==> src/rtl/ws_key_pkg.sv <==
// Shared types for the keyboard matrix scanner: scan FSM states, the default
// key event record and the key-code width helper.
package ws_key_pkg;

    typedef enum logic {
        ST_DRIVE = 1'b0,
        ST_EVAL  = 1'b1
    } scan_state_t;

    // Default event layout, sized for the stock 11 x 4 matrix (44 keys).
    localparam int unsigned KEY_CODE_W_DEF = 6;

    // Field is named rel because release is a reserved word.
    typedef struct packed {
        logic [KEY_CODE_W_DEF-1:0] code;
        logic                      rel;
    } key_event_t;

    // Width of a key code col*ROWS+row for a cols x rows matrix.
    function automatic int unsigned key_code_w(input int unsigned cols, input int unsigned rows);
        return (cols * rows > 1) ? $clog2(cols * rows) : 1;
    endfunction

endpackage

==> src/rtl/ws_key_fifo.sv <==
// Small synchronous event queue. The head entry stays put until it is popped.
// A push into a full queue without a pop is dropped and flagged by drop.
module ws_key_fifo
    import ws_key_pkg::*;
#(
    parameter int unsigned DEPTH = 4,
    parameter type         T     = key_event_t
) (
    input  logic clk,
    input  logic rst,
    input  logic push,
    input  T     push_data,
    input  logic pop,
    output T     head,
    output logic full,
    output logic empty,
    output logic drop
);
    localparam int unsigned AW = (DEPTH > 1) ? $clog2(DEPTH) : 1;

    T              mem [DEPTH];
    logic [AW-1:0] wr_ptr;
    logic [AW-1:0] rd_ptr;
    logic [AW:0]   count;
    logic          do_push;
    logic          do_pop;

    assign empty   = (count == '0);
    assign full    = (count == (AW+1)'(DEPTH));
    assign do_pop  = pop && !empty;
    assign do_push = push && (!full || do_pop);
    assign drop    = push && full && !do_pop;
    assign head    = mem[rd_ptr];

    // Storage, pointers and occupancy; a full queue can push while popping.
    always_ff @(posedge clk) begin
        if (rst) begin
            wr_ptr <= '0;
            rd_ptr <= '0;
            count  <= '0;
            for (int i = 0; i < int'(DEPTH); i++) begin
                mem[i] <= '0;
            end
        end else begin
            if (do_push) begin
                mem[wr_ptr] <= push_data;
                wr_ptr      <= wr_ptr + 1'b1;
            end
            if (do_pop) begin
                rd_ptr <= rd_ptr + 1'b1;
            end
            case ({do_push, do_pop})
                2'b10:   count <= count + 1'b1;
                2'b01:   count <= count - 1'b1;
                default: count <= count;
            endcase
        end
    end

endmodule

==> src/rtl/ws_key_scanner.sv <==
// Keyboard matrix scanner: drives one column at a time, snapshots the
// synchronised rows, debounces every key and queues key events.
// Build option: WS_KEYSCAN_RELEASE_EN also queues release events.
//
// state    | meaning
// ---------+----------------------------------------------------------
// ST_DRIVE | column driven, settle down-counter running; snapshot at 0
// ST_EVAL  | column still driven; debounce one row of the snapshot/cycle
module ws_key_scanner
    import ws_key_pkg::*;
#(
    parameter  int unsigned COLS           = 11,
    parameter  int unsigned ROWS           = 4,
    parameter  int unsigned SETTLE_CYCLES  = 8,
    parameter  int unsigned DEBOUNCE_SCANS = 3,
    parameter  int unsigned FIFO_DEPTH     = 4,
    localparam int unsigned KW             = key_code_w(COLS, ROWS)
) (
    input  logic            clk_in,
    input  logic            rst_in,
    output logic [COLS-1:0] col_drive_o,
    input  logic [ROWS-1:0] rows_n_in,
    output logic            key_valid_o,
    input  logic            key_ready_in,
    output logic [KW-1:0]   key_code_o,
    output logic            key_release_o,
    output logic            any_key_o,
    output logic            overflow_o
);
    localparam int unsigned NKEYS = COLS * ROWS;
    localparam int unsigned CW    = $clog2(DEBOUNCE_SCANS + 1);
    localparam int unsigned COLW  = (COLS > 1) ? $clog2(COLS) : 1;
    localparam int unsigned ROWW  = (ROWS > 1) ? $clog2(ROWS) : 1;
    localparam int unsigned SW    = $clog2(SETTLE_CYCLES);

    typedef struct packed {
        logic [KW-1:0] code;
        logic          rel;
    } evt_t;

    logic [ROWS-1:0]  rows_s1, rows_s2, rows, snap;
    scan_state_t      state, state_nxt;
    logic [COLW-1:0]  col, col_nxt;
    logic [ROWW-1:0]  row, row_nxt;
    logic [SW-1:0]    settle, settle_nxt;
    logic             snap_en;
    logic [NKEYS-1:0] stable;
    logic [CW-1:0]    cnt [NKEYS];
    logic [KW-1:0]    idx;
    logic             key_s;
    logic [CW-1:0]    key_c;
    logic             differs, fire, push;
    evt_t             push_evt, head_evt;
    logic             fifo_full, fifo_empty, fifo_drop;

    assign rows = ~rows_s2;
    assign idx  = KW'(int'(col) * int'(ROWS) + int'(row));

    // Two-flop synchroniser for the asynchronous row lines, plus the snapshot.
    always_ff @(posedge clk_in) begin
        if (rst_in) begin
            rows_s1 <= '0;
            rows_s2 <= '0;
            snap    <= '0;
        end else begin
            rows_s1 <= rows_n_in;
            rows_s2 <= rows_s1;
            if (snap_en) begin
                snap <= rows;
            end
        end
    end

    // Scan state register; the column drive mirrors the next column.
    always_ff @(posedge clk_in) begin
        if (rst_in) begin
            state       <= ST_DRIVE;
            col         <= '0;
            row         <= '0;
            settle      <= SW'(SETTLE_CYCLES - 1);
            col_drive_o <= '0;
        end else begin
            state                <= state_nxt;
            col                  <= col_nxt;
            row                  <= row_nxt;
            settle               <= settle_nxt;
            col_drive_o          <= '0;
            col_drive_o[col_nxt] <= 1'b1;
        end
    end

    // Scan sequencing: settle count-down, then walk the rows, then next column.
    always_comb begin
        state_nxt  = state;
        col_nxt    = col;
        row_nxt    = row;
        settle_nxt = settle;
        snap_en    = 1'b0;
        case (state)
            ST_DRIVE: begin
                if (settle == '0) begin
                    snap_en   = 1'b1;
                    row_nxt   = '0;
                    state_nxt = ST_EVAL;
                end else begin
                    settle_nxt = settle - 1'b1;
                end
            end
            ST_EVAL: begin
                if (row == ROWW'(ROWS - 1)) begin
                    row_nxt    = '0;
                    settle_nxt = SW'(SETTLE_CYCLES - 1);
                    col_nxt    = (col == COLW'(COLS - 1)) ? '0 : col + 1'b1;
                    state_nxt  = ST_DRIVE;
                end else begin
                    row_nxt = row + 1'b1;
                end
            end
            default: state_nxt = ST_DRIVE;
        endcase
    end

    // Debounce decision for the key under evaluation this cycle.
    always_comb begin
        key_s   = stable[idx];
        key_c   = cnt[idx];
        differs = (state == ST_EVAL) && (snap[row] != key_s);
        fire    = differs && (key_c == CW'(DEBOUNCE_SCANS - 1));
    end

`ifdef WS_KEYSCAN_RELEASE_EN
    assign push = fire;
`else
    // Releases still update the debounced state but are never queued.
    assign push = fire && snap[row];
`endif

    assign push_evt.code = idx;
    assign push_evt.rel  = ~snap[row];

    // Per-key debounced state and disagreement counters.
    always_ff @(posedge clk_in) begin
        if (rst_in) begin
            stable <= '0;
            for (int i = 0; i < int'(NKEYS); i++) begin
                cnt[i] <= '0;
            end
        end else if (state == ST_EVAL) begin
            if (!differs) begin
                cnt[idx] <= '0;
            end else if (fire) begin
                stable[idx] <= snap[row];
                cnt[idx]    <= '0;
            end else begin
                cnt[idx] <= key_c + 1'b1;
            end
        end
    end

    ws_key_fifo #(
        .DEPTH (FIFO_DEPTH),
        .T     (evt_t)
    ) u_fifo (
        .clk       (clk_in),
        .rst       (rst_in),
        .push      (push),
        .push_data (push_evt),
        .pop       (key_valid_o && key_ready_in),
        .head      (head_evt),
        .full      (fifo_full),
        .empty     (fifo_empty),
        .drop      (fifo_drop)
    );

    assign key_valid_o   = !fifo_empty;
    assign key_code_o    = head_evt.code;
    assign key_release_o = head_evt.rel;

    // Registered status outputs.
    always_ff @(posedge clk_in) begin
        if (rst_in) begin
            any_key_o  <= 1'b0;
            overflow_o <= 1'b0;
        end else begin
            any_key_o  <= |stable;
            overflow_o <= fifo_drop;
        end
    end

    drop_only_when_full: assert property (@(posedge clk_in) disable iff (rst_in) !fifo_drop || fifo_full);

endmodule

==> config.mk <==
export PLATFORM = sky130hd
export DESIGN_NAME = ws_key_scanner
export DESIGN_NICKNAME = d
export VERILOG_FILES = /design/src/rtl/ws_key_pkg.sv /design/src/rtl/ws_key_fifo.sv /design/src/rtl/ws_key_scanner.sv
export SDC_FILE = /design/constraint.sdc
export NUM_CORES = 1
export LEC_CHECK = 0
export BUFFER_PORTS_ARGS = -buffer_cell sky130_fd_sc_hd__buf_4
export CAP_MARGIN = 40
export CELL_PAD_IN_SITES_DETAIL_PLACEMENT = 0
export CELL_PAD_IN_SITES_GLOBAL_PLACEMENT = 1
export CORE_ASPECT_RATIO = 0.7
export CORE_MARGIN = 8
export CORE_UTILIZATION = 45
export DETAILED_ROUTE_END_ITERATION = 8
export HOLD_SLACK_MARGIN = 0.08
export PLACE_DENSITY = 0.69
export SLEW_MARGIN = 20
export SYNTH_ARGS = -nofsm -noshare
export SYNTH_HDL_FRONTEND = slang
export SYNTH_SLANG_ARGS = --single-unit
==> constraint.sdc <==
create_clock -name clk_in -period 5.1 [get_ports clk_in]
set_input_delay 0.765 -clock clk_in [delete_from_list [all_inputs] [get_ports clk_in]]
set_output_delay 0.765 -clock clk_in [all_outputs]
set_load 0.1 [all_outputs]
## Word-level counts from Yosys, hierarchy flattened

Memory sizes are Yosys's and may differ from the RTL's. A register that Yosys moved wholly into a read port is not among the register bits.
Cells that the tools add are included.

- Register bits after elaboration: 86
- RAM bits: 116
- Output and inout port bits: 21
- Word-level logic and storage cells: 119
- Memories kept: 2

- $add $sub $neg: 9
- $lt $le $gt $ge: 5
- Equality and inequality tests: 10
- Multiplexer cells: 52
- Bitwise gates (word level): 5
- Reductions and logical operators: 22

Memory list:

| name | depth | width | rd ports | clocked after Yosys merged registers in | wr ports | line | text |
|---|---|---|---|---|---|---|---|
| cnt | 44 | 2 | 1 | 0 | 44 | ws_key_scanner.sv:48 | `logic [CW-1:0] cnt [NKEYS];` |
| u_fifo.mem | 4 | 7 | 1 | 1 | 4 | ws_key_fifo.sv:21 | `T mem [DEPTH];` |

Operator list:

| operator | count |
|---|---|
| $bwmux W44 | 1 |
| $reduce_or A44 Y1 | 1 |
| $mux W1 | 28 |
| $mux W2 | 8 |
| $mux W4 | 3 |
| $pmux W3 S2 | 2 |
| $logic_and A1 B1 Y1 | 10 |
| $add A2 B1 Y2 const B | 4 |
| $lt A6 B7 Y1 const B | 1 |
| $mux W7 | 1 |
| $reduce_or A7 Y1 | 1 |
| $add A6 B2 Y6 | 1 |
| $bmux W1 S6 | 1 |
| $demux W1 S6 | 1 |
| $eq A2 B2 Y1 const B | 3 |
| $ge A6 B1 Y1 const B | 1 |
| $logic_not A3 Y1 | 2 |
| $mux W3 | 2 |
| $mux W6 | 1 |
| $sub A3 B1 Y3 const B | 2 |
| $lt A4 B5 Y1 const B | 1 |
| $add A4 B1 Y4 const B | 1 |
| $demux W1 S4 | 1 |
| $eq A4 B4 Y1 const B | 1 |
| other kinds (20) | 25 |

## Logic depth before layout (Yosys ltp)

Gate-level depths: netlist (run 1).

- Word-level depth: 15
- Mapped depth: 21
- Gate-level depth less buffers: 17

## By module

Synthesis (run 1) repeated with hierarchy kept, for this count alone.

- Cells, all modules: 1216
- Area total of the unflattened synthesis: 12908.6 um^2

By module, submodules not included:

| module | instances | cells an instance | area each (um^2) | sequential area each (um^2) |
|---|---|---|---|---|
| ws_key_scanner | 1 | 1091 | 11197.0 | 5425.2 |
| ws_key_fifo | 1 | 125 | 1711.6 | 1021.0 |

## Least setup slack after synthesis (run 1)

Ideal clock, no wire load.

- Kind: register -> register
- Start point: register col[0]
- End point: register u_fifo.count[2]
- Arrival: 3.964 ns
- Data required time: 4.979 ns
- Path slack: 1.015 ns
- Cell stages (with the launch flop): 20
- Path through: dfxtp_1 > clkbuf_1 > buf_4 > buf_2 > buf_2 > mux2_2 > a22oi_1 > a21oi_1 > a21oi_1 > o22ai_1 > or4_1 > ha_1 > nand2_1 > nor2_1 > nand3_1 > o21a_1 > inv_1 > fa_1 > a22oi_1 > mux2_2

- Longest elaborated chain between the ends: 10

Ends and longest elaborated chain:

| item | line | text |
|---|---|---|
| from (decl) | ws_key_scanner.sv:43 | `logic [COLW-1:0] col, col_nxt;` |
| from (signal assigned) | ws_key_scanner.sv:84 | `col <= col_nxt;` |
| $add A6 B2 Y6 * | ws_key_scanner.sv:57 | `assign idx = KW'(int'(col) * int'(ROWS) + int'(row));` |
| $bmux W1 S6 | ws_key_scanner.sv:125 | `key_s = stable[idx];` |
| $mux W1 (implied by the code) | ws_key_scanner.sv:125 |  |
| $ne A1 B1 Y1 | ws_key_scanner.sv:127 | `differs = (state == ST_EVAL) && (snap[row] != key_s);` |
| $logic_and A1 B1 Y1 | ws_key_scanner.sv:127 |  |
| $logic_and A1 B1 Y1 * | ws_key_scanner.sv:128 | `fire = differs && (key_c == CW'(DEBOUNCE_SCANS - 1));` |
| $logic_and A1 B1 Y1 * | ws_key_scanner.sv:135 | `assign push = fire && snap[row];` |
| $logic_and A1 B1 Y1 * | ws_key_fifo.sv:31 | `assign do_push = push && (!full \|\| do_pop);` |
| $eq A2 B1 Y1 / $eq A2 B2 Y1 (equally long branches) | ws_key_fifo.sv:52 | `case ({do_push, do_pop})` |
| $pmux W3 S2 / $reduce_bool A2 Y1 (equally long branches) | -- |  |
| to (signal assigned) | ws_key_fifo.sv:53 | `2'b10: count <= count + 1'b1;` |
| to (signal assigned) | ws_key_fifo.sv:54 | `2'b01: count <= count - 1'b1;` |
| to (signal assigned) | ws_key_fifo.sv:55 | `default: count <= count;` |
| to (decl) | ws_key_fifo.sv:24 | `logic [AW:0] count;` |

Every way passes the cells marked *; elsewhere a longest branch is shown, timed or not. The select of a mux whose other input is x is not followed.
A chain may end at the register's enable or synchronous reset.

==> results.md, run 1 <==
- Status: completed
- Initial antenna violation count: 0
- RSZ-0062 raised after global routing: false
- Post-synth top flop: edfxtp_1
- Final worst path period share: 84.4%
- # rows: 49
- Layout cells sized above 1: 18.7%
- Share of power burned in registers: 51.8%
- Drt via density: 5.84
- # setup viols final: 0
- WS Path Type: flip-flop to flip-flop
- IO Count: 28
- Final hold vios: 0
- Crit end category: flip-flop
- Cell area after synthesis: 11900 um^2
- Switching Fraction: 22.6%
- EDFF count, synth: 156
- Hold/Removal Path Class: flip-flop to flip-flop
- Port-buffer cells: 27
- Largest net degree at the start of global routing: 70
- Total CTS buffers: 24
- Tightest slew margin relative to the limit: 47.2%
- Initial DRC count: 810
- Int Power: 3.23 mW
- Clk sinks: 244
- Fmax: 232 MHz
- Setup Fix Bufs, Post-CTS: 0
- Hold-fix buffers, CTS: 0
- Root Driver: clkbuf_16
- Worst setup SP type: flip-flop
- Cell family with most CP delay: simple AND/OR/NAND/NOR gates
- Clock transition at path regs: 0.06 ns
- Slowest CP cell: dfxtp_2
- DRC errors left: 0
- Die height: 152 um
- Final #Nets: 1092
- Slew @ Worst Pin: 0.792 ns
- Crit path max fanout: 25
- Vias: 8492
- Bufs and invs on worst path: 1
- Gr ovfl total: 0
- CTS tree: yes
- Post-Route WL: 32.2 mm
- Max clock buf depth: 3
- Mapped Avg Cell Area: 11.0 um^2
- Yosys reg bits: 244
- Async S/R FF share, synth: 0%
- Routed len/inst: 22.1 um
- Detail Route Antenna Nets: 0
- Cell count after synthesis: 1077
- Global Route Usage Sum: 19.8%
- Die Area: 31900 um^2
- Tmin final: 4.30 ns
- 1st-pass router iterations: 5
- Global-route wire length before repair: 49.8 mm
- Total power: 4.17 mW
- Final Skew: 0.0168 ns
- Combinational Power Share: 5.5%
- Synth warn: 0
- Starting Density: 46.0%
- Number of max-cap violations: 0
- Area delta synth->final: 11.5%
- Die width: 210 um
- Clk network pwr share: 42.7%
- Vias in the first global route: 7929
- Leak: 4.37 nW
- Final HPWL DP: 21.7 mm
- Final setup TNS: 0 ns
- Peak supply drop: 208 uV
- RePlAce Congestion: 0.819
- Later-pin clock latency in the skew report: 0.53 ns
- # H-tree levels: 1
- Power per standard cell area: 315 nW/um^2
- Required time of the critical path: 5.26 ns
- Largest stage delay on the critical path: 0.72 ns
- Synth cell types: 69
- CP arrival: 4.47 ns
- CORE AREA: 25800 um^2
- Max-slew violations: 0
- Cts repair resizes: 0
- Post-synthesis sequential area ratio: 54.3%
- Cell Chain, Critical Path: buf_4, mux4_2, mux2i_1, nor2_1, a211o_1, nor4_4, ha_1, nand2_1, nor2_1, nand4_2, nor2_2, nand2_1, o21bai_1
- P_sw: 0.943 mW
- N_diodes: 0
synthesized netlist by cell type, types with 10 or more instances:
cell / n / area, um^2
a21oi_1: 60 / 300
and2_1: 24 / 150
and3_1: 23 / 144
buf_2: 13 / 65.1
clkbuf_1: 68 / 255
dfxtp_1: 88 / 1760
edfxtp_1: 156 / 4680
inv_1: 13 / 48.8
mux2_2: 14 / 158
mux2i_1: 33 / 330
mux4_2: 26 / 586
nand2_1: 41 / 154
nand2b_1: 10 / 62.6
nand3_1: 13 / 65.1
nor2_1: 100 / 375
nor2b_1: 21 / 131
nor3_1: 66 / 330
nor3_2: 38 / 380
nor4_1: 13 / 81.3
o21ai_0: 88 / 440
o21bai_1: 40 / 300
o22ai_1: 12 / 75.1
worst register-to-register path: cells and delay by family, from the launching register on:
kind	cells	cell delay, ns
simple gates	7	1.22
fa+ha+maj	1	0.29
compound gates	2	0.87
flops	1	0.72
mux	2	0.48
buf+inv	1	0.35
routing by layer:
layer | vias up | wire length (um) | track usage (%)
met3 | 26 | 2430 | 4.03
met5 | - | 0 | 0
met2 | 282 | 13100 | 26.9
li1 | 3985 | - | -
met1 | 4199 | 16300 | 31.7
met4 | 0 | 413 | 3.41
registers in the layout, indices dropped and copies added (netlist names), 3 cells and up, named ones only:
| register | flops |
|---|---|
| col | 4 |
| snap | 4 |
| u_fifo.mem | 28 |
| col_drive_o | 11 |
| cnt | 128 |
| rows_s1 | 4 |
| settle | 3 |
| stable | 44 |
| u_fifo.count | 3 |
| rows_s2 | 4 |
per-stage QoR:
step	std cells	setup WS (ns)	hold slack, ns	utilization, %	area, um^2
finish	1455	0.795	0.406	51.3	13200
global route	1455	0.450	0.439	51.3	13200
CTS	1454	0.837	0.408	51.3	13200
detailed placement	1410	0.844	0.399	48.3	12500
global placement	1405	0.908	0.397	48.0	12400
floorplan	1080	1.02	0.390	-	11900
worst paths after layout:
path,start,end,slack [ns],cells after the start
setup / recovery,col[0]$_SDFF_PP0_,u_fifo.mem[1][2]$_SDFFCE_PN0P_,0.80,13
hold / removal,rows_s2[0]$_SDFF_PP0_,snap[0]$_SDFFE_PP0P_,0.41,1
hold reg to reg,rows_s2[0]$_SDFF_PP0_,snap[0]$_SDFFE_PP0P_,0.41,1
setup reg to reg,col[0]$_SDFF_PP0_,u_fifo.mem[1][2]$_SDFFCE_PN0P_,0.80,13
kinds of logic after synthesis:
logic type / Yosys count / share of synthesized area, %
xor gates and xnor gates: 7 / 0.516
other: 1 / 0.0316
muxes: 74 / 9.13
buffers and inverters: 111 / 4.29
AOI/OAI and AO/OA: 258 / 13.6
DFF: 244 / 54.3
adders and majority gates: 5 / 0.590
and+or+nand+nor: 377 / 17.6
power by group through the flow:
stage	Combinational, mW	Sequential (mW)	Clock, mW
6_report	0.229	2.16	1.78
3_3_place_gp	0.228	2.21	0
2_1_floorplan	0.191	2.19	0
4_1_cts	0.230	2.16	1.81
3_5_place_dp	0.229	2.20	0
5_1_grt	0.243	2.17	1.89
final cells by class:
class	instances	area [um^2]
sequential	244	6450
multi-input combinational	725	4940
timing repair buffer	70	583
clock buffer	39	723
inverter	15	56.3
fill	2295	12600
tap	357	447
clock inverter	5	48.8
cell usage in the layout, fill, tap and decap left out, types with 14 or more instances in the layout:
cell	instances
o21ai_0	88
nor3_2	38
mux4_2	26
nor3_1	66
and3_1	23
nor2_1	100
and2_1	24
buf_4	63
edfxtp_1	156
clkbuf_16	26
mux2_2	14
mux2i_1	32
nand2_1	41
nor2b_1	21
a21oi_1	60
o21bai_1	40
dfxtp_1	85
No activity file was read; power rests on OpenSTA's default activity.
==> run 2, diff against run 1 <==
- ABC_AREA: default -> 1
- PLACE_DENSITY: 0.69 -> 0.72
- clock period: 5.1 -> 4.4 ns (I/O delays scaled with it)
==> run 2 against run 1 <==
Compared with the run above:
- maximum frequency increased by 7.1%
- sequential power increased by 18%
- clock skew decreased by 0.0077 ns
- via count increased by 14%
- cell count increased by 20%
- combinational power increased to 2.9 times the previous value
- area after synthesis decreased by 0.58%
- critical endpoint is now u_fifo.mem[0][0]$_SDFFCE_PN0P_
==> results.md, run 2 <==
- Later-pin clock latency in the skew report: 0.52 ns
- Synth cell types: 43
- N_diodes: 0
- Max clock buf depth: 3
- Die Area: 31800 um^2
- Vias: 9656
- Layout filler cell count: 2482
- Power per standard cell area: 408 nW/um^2
- Clock transition at path regs: 0.06 ns
- Peak supply drop: 220 uV
- Area delta synth->final: 11.7%
- Post-synth top flop: edfxtp_1
- Setup WS pre-CTS: 0.329 ns
- Final HPWL DP: 23.2 mm
- Clk sinks: 244
- Drt via density: 5.53
- # setup viols final: 0
- 1st-pass router iterations: 6
- Leak: 4.80 nW
- Most common cell after layout, fill and taps aside: nand2_1
- Total CTS buffers: 25
- Starting Density: 45.9%
- Root Driver: clkbuf_16
- DRC errors left: 0
- WS Path Type: flip-flop to flip-flop
- Final cell count without fillers: 1747
- Global-route wire length before repair: 53.8 mm
- Post-placement cell area: 12300 um^2
- Yosys reg bits: 244
- Global Route Usage Sum: 21.9%
- Status: completed
- Flop2flop setup slack: 0.38 ns
- Worst setup SP type: flip-flop
- Hold-critical path depth: 3
- Cell area after synthesis: 11800 um^2
- Total power: 5.38 mW
- Largest net degree at the start of global routing: 84
- Final Skew: 0.00913 ns
- Detail Route Antenna Nets: 0
- Port-buffer cells: 27
- Footprint of the multi-input gates: 4390 um^2
- Synth warn: 0
- Reg area: 6450 um^2
- Synth area leaders: edfxtp_1 40%, dfxtp_1 15%, nand2_1 9.6%
- # H-tree levels: 1
- Cell count after synthesis: 1385
- Initial antenna violation count: 0
- Final setup TNS: 0 ns
- Mapped Avg Cell Area: 8.53 um^2
- Routed len/inst: 19.9 um
- Max-slew violations: 0
- Yosys top cell area share: 39.7%
- Initial DRC count: 948
- Top sig layer: met4
- Post-synthesis sequential area ratio: 54.6%
- Min-Delay Startpoint: rows_n_in[2]
- Largest register FFs: 128
- Final instance area: 13200 um^2
- RePlAce Congestion: 0.849
- # rows: 49
- CP arrival: 4.24 ns
- Worst r2r dst: u_fifo.mem[0][0]$_SDFFCE_PN0P_
- Synth area leader: edfxtp_1
- R2R Path Start: row[1]$_SDFFE_PP0P_
- EDFF count, synth: 156
- Crit end category: flip-flop
- Commonest cells after routing, fill and taps aside: 302 x nand2_1, 243 x nor2_1, 156 x edfxtp_1
- Hold-fix buffers, CTS: 0
- WL met3: 3.26 mm
- Routed wire length on met2: 14.0 mm
- Post-Route WL: 34.8 mm
- Worst Hold Endpoint: rows_s1[2]$_SDFF_PP0_
- Fmax: 249 MHz
- Required time of the critical path: 4.62 ns
- Hold/Removal Path Class: primary input to flip-flop
- FF-to-FF path depth: 20
- Reg with most FFs: cnt
- Number of max-cap violations: 0
- Most frequent cells after synthesis: 303 x nand2_1, 244 x nor2_1, 156 x edfxtp_1
- Most frequent cell after synthesis: nand2_1
- Crit path max fanout: 13
- Final hold vios: 0
- Tightest slew margin relative to the limit: 46.2%
- Final WS setup: 0.381 ns
- Biggest regs: cnt: 128 flops, stable: 44 flops, u_fifo.mem: 28 flops
- CTS tree: yes
- Layout cells sized above 1: 11.5%
- Slew @ Worst Pin: 0.807 ns
- Gr ovfl total: 0
- Die width: 210 um
- Wire length on met1: 16.9 mm
- Async S/R FF share, synth: 0%
- IO Count: 28
- Tmin final: 4.02 ns
- Inst Count DP: 1703
- RSZ-0062 raised after global routing: false
- Final worst path period share: 91.3%
- CORE AREA: 25700 um^2
- Final #Nets: 1412
- Die height: 152 um
- Vias in the first global route: 8896
-- run 2: changes by cell type in the layout (fill, tap and decap cells not counted), moves of 50 or more --
cell / delta
nand2_1: +261
nor2_1: +143
inv_1: +132
nand3_1: +59
o21ai_0: -54
nand4_1: +50
nor3_1: -50
-- run 2: logic make-up after synthesis --
kind of cell | count (synthesis) | synth area share (%)
simple gates | 752 | 28.7
flops | 244 | 54.6
buf+inv | 235 | 8.34
compound gates | 147 | 7.63
fa+ha+maj | 5 | 0.593
xor+xnor | 1 | 0.0742
other cells | 1 | 0.0318
-- run 2: layout make-up --
| cell class | count | area share, % |
|---|---|---|
| Clock buffer | 32 | 5.02 |
| Clock inverter | 11 | 1.16 |
| Inverter | 162 | 4.61 |
| Multi-Input combinational cell | 909 | 33.3 |
| Sequential cell | 244 | 48.9 |
| Tap cell | 331 | 3.14 |
| Timing Repair Buffer | 58 | 3.89 |
-- run 2: metrics by stage --
| step | hold WS [ns] | utilization [%] |
|---|---|---|
| after detailed placement | 0.396 | 47.9 |
| after global placement | 0.390 | 47.8 |
| after floorplan | 0.388 | - |
| final | 0.338 | 51.2 |
| after CTS | 0.322 | 51.1 |
| after global routing | 0.339 | 51.2 |
-- run 2: where the power goes --
part           internal (mW)  switching (mW)  total [mW]
Sequential              2.49          0.0482        2.54
Clock                   1.29           0.879        2.17
Combinational          0.144           0.531       0.675
Total                   3.92            1.46        5.38
-- run 2: timing repair --
action,in CTS,in global routing
setup buffers,0,0
setup endpoints to repair,0,7
hold endpoints to repair,0,0
gates resized for setup,0,2
-- run 2: worst max-delay path by stage --
stage,from,endpoint,slack [ns]
detailed placement,row[1]$_SDFFE_PP0P_,u_fifo.mem[0][0]$_SDFFCE_PN0P_,0.33
CTS,row[1]$_SDFFE_PP0P_,u_fifo.mem[0][0]$_SDFFCE_PN0P_,0.31
floorplan,row[0]$_SDFFE_PP0P_,u_fifo.mem[3][0]$_DFFE_PP_,0.71
global route,row[1]$_SDFFE_PP0P_,u_fifo.mem[0][0]$_SDFFCE_PN0P_,0.03
global placement,row[1]$_SDFFE_PP0P_,u_fifo.mem[0][0]$_SDFFCE_PN0P_,0.48
finish,row[1]$_SDFFE_PP0P_,u_fifo.mem[0][0]$_SDFFCE_PN0P_,0.38
-- run 2: metal layers --
metal | up-vias | track usage, %
met3 | 46 | 4.95
met5 | - | 0
met1 | 4582 | 33.4
met4 | 0 | 4.43
li1 | 4631 | -
met2 | 397 | 31.3
-- run 2: worst max-delay path, cell delays in order, from the launching register on --
cell and delay [ns]:
dfxtp_1 0.34, buf_4 0.20, inv_2 0.13, nor2_2 0.27, nand2_2 0.28, inv_2 0.33, a22oi_1 0.14, nand3_1 0.09
o21ai_0 0.15, nand2_1 0.11, nor2_1 0.05, nand4_1 0.09, ha_1 0.21, nand2_1 0.08, inv_2 0.06, nand4_1 0.27
nor2_2 0.23, inv_2 0.11, nor2_4 0.18, nand3_2 0.17, nand2_2 0.20
==> run 3, diff against run 2 <==
- BUFFER_PORTS_ARGS: -buffer_cell sky130_fd_sc_hd__buf_4 -> default
- CORE_MARGIN: 8 -> 10
- DONT_BUFFER_PORTS: default -> 1
- PLACE_DENSITY: 0.72 -> 0.71
==> run 3 against run 2 <==
Compared with the run above:
- cell count down 0.29%
- flip-flop and latch count is the same
- first-iteration DRC count grew 3.5%
- clock power is essentially flat
- worst setup slack gained 0.060 ns
- count of clock-buffer cells in the layout is 3 lower
- non-clock buffer count down 7
- power grew 2.3%
- maximum frequency grew 1.5%
- register-to-register slack improved by 0.06 ns
- routed wire length is 0.51% higher
- critical endpoint is now u_fifo.mem[0][4]$_SDFFCE_PN0P_
- largest power group unchanged
==> results.md, run 3 (synthesized netlist as in run 2, its figures left out) <==
- Leak: 4.86 nW
- Initial antenna violation count: 0
- CORE AREA: 25700 um^2
- WS Path Type: flip-flop to flip-flop
- Die width: 214 um
- Clock transition at path regs: 0.07 ns
- Required time of the critical path: 4.62 ns
- Starting Density: 45.9%
- Initial DRC count: 981
- Vias: 9545
- Reg with most FFs: cnt
- Layout filler cell count: 2362
- Final setup TNS: 0 ns
- RSZ-0062 raised after global routing: false
- Later-pin clock latency in the skew report: 0.54 ns
- Biggest regs: cnt: 128 flops, stable: 44 flops, u_fifo.mem: 28 flops
- FF-to-FF path depth: 19
- Bufs and invs on worst path: 4
- Critical Path Most Common Cell: inv_2
- Commonest cells after routing, fill and taps aside: 303 x nand2_1, 244 x nor2_1, 156 x edfxtp_1
- Hold Worst Slack: 0.199 ns
- Peak supply drop: 253 uV
- CP arrival: 4.17 ns
- Tmin final: 3.96 ns
- Clk network pwr share: 39.0%
- Cts repair resizes: 0
- Critical path depth: 19
- Number of max-cap violations: 0
- Hold-fix buffers, CTS: 0
- # H-tree levels: 1
- Worst setup SP type: flip-flop
- Post-Route WL: 35.0 mm
- Share of power burned in registers: 46.1%
- Layout cells sized above 1: 11.7%
- Root Driver: clkbuf_16
- IO Count: 28
- Switching Fraction: 27.8%
- DRC errors left: 0
- N_diodes: 0
- Global-route wire length before repair: 54.1 mm
- 1st-pass router iterations: 8
- Crit end category: flip-flop
- Slowest CP cell: dfxtp_1
- # setup viols final: 0
- Combinational Power Share: 14.9%
- Fmax: 253 MHz
- Final HPWL DP: 23.4 mm
- Crit path max fanout: 13
- Drt via density: 5.48
- Detail Route Antenna Nets: 0
- Power per standard cell area: 411 nW/um^2
- Final Skew: 0.0135 ns
- P_sw: 1.53 mW
- Final hold vios: 0
- Slew @ Worst Pin: 0.824 ns
- Setup Fix Bufs, Post-CTS: 0
- Vias in the first global route: 8901
- Area delta synth->final: 13.5%
- Max clock buf depth: 3
- Hold-critical path depth: 1
- Cell Chain, Critical Path: inv_2, nor2_2, nand2_2, inv_2, a22oi_1, nand3_1, o21ai_0, nand2_1, nor2_1, nand4_1, ha_1, nand2_1, inv_2, nand4_1, nor2_1, inv_2, nor2_4, nand3_2, nand2_1
- # rows: 49
- Tightest slew margin relative to the limit: 45.1%
- Clk sinks: 244
- RePlAce Congestion: 0.848
- Int Power: 3.97 mW
- Max-slew violations: 0
- Port-buffer cells: 0
- Die height: 156 um
- Gr ovfl total: 0
- Final #Nets: 1405
- Largest stage delay on the critical path: 0.46 ns
- Status: completed
- Total CTS buffers: 25
- Final worst path period share: 90.0%
- Most common cell after layout, fill and taps aside: nand2_1
- Largest register FFs: 128
- CTS tree: yes
- Routed len/inst: 20.1 um
- Largest net degree at the start of global routing: 84
- Global Route Usage Sum: 21.1%
- Flop2flop setup slack: 0.44 ns
- Cell family with most CP delay: simple AND/OR/NAND/NOR gates
- Hold/Removal Path Class: primary input to flip-flop
- Die Area: 33200 um^2
## run 3: cell types whose count changed in the layout (fill, tap and decap cells not counted), moves of 2 or more
cell,delta
buf_16,+8
buf_4,-24
buf_8,+10
bufinv_16,-2
clkbuf_1,-5
clkinv_1,+2
clkinvlp_4,+2
o22ai_1,-7
o22ai_2,+7
## run 3: per-stage QoR
step           worst slack, ns  total power [mW]  std cells  instance area [um^2]  utilization (%)
2_1_floorplan            0.714              3.11       1388                 11800                -
3_5_place_dp             0.495              3.41       1697                 12600             48.9
6_report                 0.442              5.51       1742                 13400             52.0
3_3_place_gp             0.585              3.23       1675                 12100             47.1
5_1_grt                0.00740              5.69       1742                 13400             52.0
4_1_cts                  0.476              5.54       1742                 13400             52.0
## run 3: cell type report
type                            instances  area [um^2]  area share [%]
Sequential cell                       244         6450            48.1
Multi-Input combinational cell        909         4430            33.1
Timing Repair Buffer                   51          683            5.10
Clock buffer                           29          682            5.09
Inverter                              162          608            4.54
Tap cell                              331          414            3.09
Clock inverter                         16          134           0.999
## run 3: worst paths after layout
kind	startpoint	end
setup / recovery	row[1]$_SDFFE_PP0P_	u_fifo.mem[0][4]$_SDFFCE_PN0P_
hold / removal	rst_in	rows_s1[3]$_SDFF_PP0_
setup reg to reg	row[1]$_SDFFE_PP0P_	u_fifo.mem[0][4]$_SDFFCE_PN0P_
hold reg to reg	rows_s1[2]$_SDFF_PP0_	rows_s2[2]$_SDFF_PP0_
## run 3: metal layers
metal	up-vias	track usage, %	share of wire (%)
met3	47	4.42	8.2
met1	4522	33.1	49
met4	0	4.27	1.9
met2	360	28.8	41
li1	4616	-	-
met5	-	0	0
## run 3: power groups by stage
stage | registers (mW) | clock network [mW] | logic, mW
2_1_floorplan | 2.56 | 0 | 0.546
3_3_place_gp | 2.59 | 0 | 0.638
3_5_place_dp | 2.59 | 0 | 0.821
4_1_cts | 2.54 | 2.18 | 0.822
5_1_grt | 2.55 | 2.27 | 0.871
6_report | 2.54 | 2.15 | 0.818
